[src/rtl/fifo_circ_param.sv]
// Parametrised single-clock FIFO with occupancy count, threshold flags, error pulses,
// flush, and a circular replay mode in which each read recirculates the head word to the tail.
module fifo_circ_param #(
    parameter int WIDTH     = 32,
    parameter int DEPTH     = 16,
    parameter int AF_THRESH = DEPTH - 2,
    parameter int AE_THRESH = 1
) (
    input  logic                       clk,
    input  logic                       reset,
    input  logic                       circular,
    input  logic                       flush,
    input  logic                       write,
    input  logic [WIDTH-1:0]           datain,
    input  logic                       read,
    output logic [WIDTH-1:0]           dataout,
    output logic                       valid,
    output logic                       full,
    output logic                       empty,
    output logic                       almost_full,
    output logic                       almost_empty,
    output logic [$clog2(DEPTH+1)-1:0] count,
    output logic                       wr_err,
    output logic                       rd_err
);

    localparam int PW = $clog2(DEPTH);
    localparam int CW = $clog2(DEPTH + 1);
    localparam logic [CW-1:0] DEPTH_C = CW'(DEPTH);
    localparam logic [CW-1:0] AF_C    = CW'(AF_THRESH);
    localparam logic [CW-1:0] AE_C    = CW'(AE_THRESH);

    logic [WIDTH-1:0] mem [DEPTH];
    logic [PW-1:0]    rd_ptr;
    logic [PW-1:0]    wr_ptr;
    logic             rd_ok;
    logic             wr_ok;
    logic             recirc;
    logic             mem_we;
    logic [WIDTH-1:0] mem_wdata;
    logic [CW-1:0]    count_nxt;

    // Non-power-of-two depths need an explicit wrap rather than natural overflow.
    function automatic logic [PW-1:0] ptr_inc(input logic [PW-1:0] p);
        return (p == PW'(DEPTH - 1)) ? '0 : p + PW'(1);
    endfunction

    assign full         = (count == DEPTH_C);
    assign empty        = (count == '0);
    assign almost_full  = (count >= AF_C);
    assign almost_empty = (count <= AE_C);

    always_comb begin
        rd_ok  = read && !empty;
        recirc = circular && rd_ok;
        // In replay mode an accepted read owns the tail slot, so a same-cycle write loses.
        if (circular)
            wr_ok = write && !rd_ok && !full;
        else
            wr_ok = write && (!full || rd_ok);
        mem_we    = recirc || wr_ok;
        mem_wdata = recirc ? mem[rd_ptr] : datain;
        count_nxt = count;
        if (wr_ok && !(rd_ok && !circular))
            count_nxt = count + CW'(1);
        else if (!wr_ok && rd_ok && !circular)
            count_nxt = count - CW'(1);
    end

    always_ff @(posedge clk) begin
        if (reset) begin
            rd_ptr  <= '0;
            wr_ptr  <= '0;
            count   <= '0;
            dataout <= '0;
            valid   <= 1'b0;
            wr_err  <= 1'b0;
            rd_err  <= 1'b0;
        end else if (flush) begin
            rd_ptr  <= '0;
            wr_ptr  <= '0;
            count   <= '0;
            valid   <= 1'b0;
            wr_err  <= 1'b0;
            rd_err  <= 1'b0;
        end else begin
            if (rd_ok) begin
                dataout <= mem[rd_ptr];
                rd_ptr  <= ptr_inc(rd_ptr);
            end
            if (mem_we)
                wr_ptr <= ptr_inc(wr_ptr);
            count  <= count_nxt;
            valid  <= rd_ok;
            wr_err <= write && !wr_ok;
            rd_err <= read && empty;
        end
    end

    // Storage carries no reset; stale words are unreachable once the pointers are cleared.
    always_ff @(posedge clk) begin
        if (!reset && !flush && mem_we)
            mem[wr_ptr] <= mem_wdata;
    end

endmodule

[config.mk]
export PLATFORM = sky130hd
export DESIGN_NAME = fifo_circ_param
export DESIGN_NICKNAME = d
export VERILOG_FILES = /design/src/rtl/fifo_circ_param.sv
export SDC_FILE = /design/constraint.sdc
export NUM_CORES = 1
export LEC_CHECK = 0
export ABC_AREA = 1
export BUFFER_PORTS_ARGS = -buffer_cell sky130_fd_sc_hd__buf_2
export CORE_UTILIZATION = 60
export CTS_BUF_LIST = sky130_fd_sc_hd__clkbuf_16
export CTS_CLUSTER_DIAMETER = 30
export DETAILED_ROUTE_END_ITERATION = 7
export PLACE_DENSITY = 0.77
export SYNTH_ARGS = -nofsm -noshare
export SYNTH_HDL_FRONTEND = slang
export SYNTH_SLANG_ARGS = --single-unit
[constraint.sdc]
create_clock -name clk -period 7.4 [get_ports clk]
set_input_delay 1.48 -clock clk [delete_from_list [all_inputs] [get_ports clk]]
set_output_delay 1.48 -clock clk [all_outputs]
set_load 0.02 [all_outputs]
==> metrics <==
status=completed; CP dominant cell by count=nand2_4; Power Dens Cells=around 300 nW/um2; die area=around 42000 um2; leakage power figure=about 13 nW; slowest CP cell=nor3_2; synth top area cells=edfxtp_1 (63%), nand2_1 (15%), nand3_1 (7.6%); Antenna Diode Count=0; Post-synth ARST share=0%; cells after synthesis=around 2400; Switch Pwr=~1.9 mW; power share of the combinational group=3.9%; Crit Path Class=in2reg; Clk Latency, worst-skew pair=between 0.6 and 0.7 ns; Chip Height=between 200 and 250 um; Longest Clk Path Bufs=3; CP max stage delay=0.99 ns; routed wire length=about 61000 um; CTS sink count=around 560; Yosys warnings=0; vias in the first global route=~18000; flops & latches, synth=564; Final Hold Vio Count=0; post_cts resized=0; final net count=2593; most area-hungry cell type in the Yosys netlist=edfxtp_1; Post-synth EDFFs=approximately 510; VDD IR max=between 0.15 and 0.2 mV; Peak Freq=~0.25 GHz; Yosys cell types=33; R2R depth=10; Reg clk slew, reported paths=~0.05 ns; max cap viols=0; initial antenna violation count=0; grt total ovfl=0; Sw Ratio=a little over a fifth; syn avg cell area=between 10 and 15 um2; # H-tree levels=3; Least-Margin Pin Slew=approximately 1.3 ns; Residual DRC=0; Fin Clk Skew=0.03203 ns; DP Wirelength=roughly 30000 um; Sequential Power Share=40.5%; Slew Limit Fails=0; CP Cell Sequence=buf_2 > nand2_8 > clkinv_4 > nand2_4 > nand2_4 > nand2_4 > nor3_2 > buf_4; Crit. Startpoint=read; Required @ worst endpoint=7.67 ns; gpl congestion=approximately 0.8; Tightest Hold Check Type=reg2reg; Pre-antenna DRT Iters=8; period utilization=53.29%; final setup TNS=0 ns; CTS root buf=clkbuf_16; most used flip-flop cell after synthesis=edfxtp_1; via count of the routed design=17800; crit path DAT=~4.2 ns; DR iter-0 viols=1892; crit-path max FO=38; synth cell count leaders=nand2_1 (953), edfxtp_1 (512), nand3_1 (371), inv_1 (313), buf_2 (57); worst setup path end=mem[8][26]; RSZ-0062 raised after global routing=no; CTS tree=done; area share of the largest cell type after synthesis=about 63%; largest net degree at the start of global routing=129; antenna viol nets, final=0; Starting Density=about 61%; final setup vio count=0; Die X=about 200 um; first-pass GRT wire length=95100 um; Mapped Area=24530 um2; CP endpoint kind=register; wire per inst=roughly 20 um; Slew HR=approximately 16%; I/O pin count=between 80 and 90; IO Port Bufs=81; fraction of layout cells with a size suffix above 1=approximately an eighth; post-layout min period=3.944 ns; CP Launch Type=primary input; Total GRT Usage=between 30% and 40%; Worst R2R Setup Slack=~3.5 ns; via/cell ratio=5.629; sequential cell area fraction in the yosys report=between 60 and 70%; Layout area overhead=18.31%; Core Util, Final=72.55%; most numerous cell in the Yosys netlist=nand2_1; Core Area=about 40000 um2; Int Power=6.859 mW; postcts setup bufs=0; cell row count=73; reg2reg start=count[1]; reg2reg end=mem[8][26]; Post-Syn Nets=around 2500; clock network power share=a little under three fifths; CTS Buf Count=105; Post-CTS Hold Buffers=0
[worst min-delay path by stage]
stage,startpoint,endpoint,slack [ns],depth (start not counted)
global route,rd_ptr[2],register,0.52,2
CTS,rd_ptr[2],register,0.48,2
global placement,rd_ptr[2],register,0.46,2
detailed placement,rd_ptr[2],register,0.47,2
finish,rd_ptr[2],register,0.49,2
floorplan,rd_ptr[2],register,0.45,2
[routing by layer]
| layer | GRT usage [%] | part of all wire (%) | up-vias |
|---|---|---|---|
| met1 | 38.55 | 38 | 8436 |
| li1 | - | - | 8189 |
| met4 | 15.11 | 3.6 | 0 |
| met5 | 0 | 0 | - |
| met3 | 5.309 | 9.5 | 161 |
| met2 | 49.98 | 49 | 1012 |
[worst max-delay path, delay by kind of cell]
family / cells / cell delay, ns
buffers and inverters: 3 / 0.82
and+or+nand+nor: 5 / 1.87
[flip-flops by register name, indices dropped and copies added, names as in the netlist, named ones only]
name / cells
mem: 512
dataout: 32
count: 5
rd_ptr: 4
wr_ptr: 4
rd_err: 1
valid: 1
wr_err: 1
[layout make-up]
type                    instances  area, um2
fillers                      2620      10980
inverters                     319       1216
clock inverters                92       1011
multi-input cells            1436       6347
repair buffers                119      690.7
flip-flops and latches        564      16430
clock buffers                 107       2678
well taps                     525      656.9
[cells in the final DEF, fill, tap and decap left out, drive strengths merged]
master	netlist	final
xnor2	1	1
ha	10	10
a21oi	10	10
o21a	32	32
nand2	957	957
nor2	19	19
buf	101	119
clkinv	2	37
nand4	5	5
or2	1	1
nand3	372	372
clkbuf	24	107
edfxtp	512	512
clkinvlp	0	17
o21ai	5	5
bufinv	0	17
dfxtp	52	52
nor3	17	17
inv	317	340
nor4	1	1
xor2	6	6
[through the flow]
stage	setup slack (ns)	hold slack [ns]	power, mW	cells	area [um2]
after global routing	3.246	0.5168	8.993	3162	29030
final	3.456	0.4889	8.775	3162	29030
after CTS	3.529	0.4834	8.800	3162	29030
after floorplan	2.728	0.4469	3.843	2444	24530
after detailed placement	2.875	0.4726	3.946	2963	25340
after global placement	3.093	0.4576	3.934	2963	25340
[kinds of logic after synthesis]
family,Yosys count,synth area share [%]
AND/OR/NAND/NOR,1372,23.44
flip-flops,564,66.91
buffers and inverters,444,7.558
AO/OA/AOI/OAI,47,1.331
adder cells (fa/ha/maj),10,0.5100
XOR/XNOR,7,0.2499
[power groups by stage]
stage | Sequential (mW) | Clock (mW) | Combinational, mW
6_report | 3.55 | 4.88 | 0.344
5_1_grt | 3.55 | 5.06 | 0.381
3_5_place_dp | 3.61 | 0 | 0.336
3_3_place_gp | 3.61 | 0 | 0.325
4_1_cts | 3.55 | 4.91 | 0.342
2_1_floorplan | 3.61 | 0 | 0.229
No activity file was read; power rests on OpenSTA's default activity.
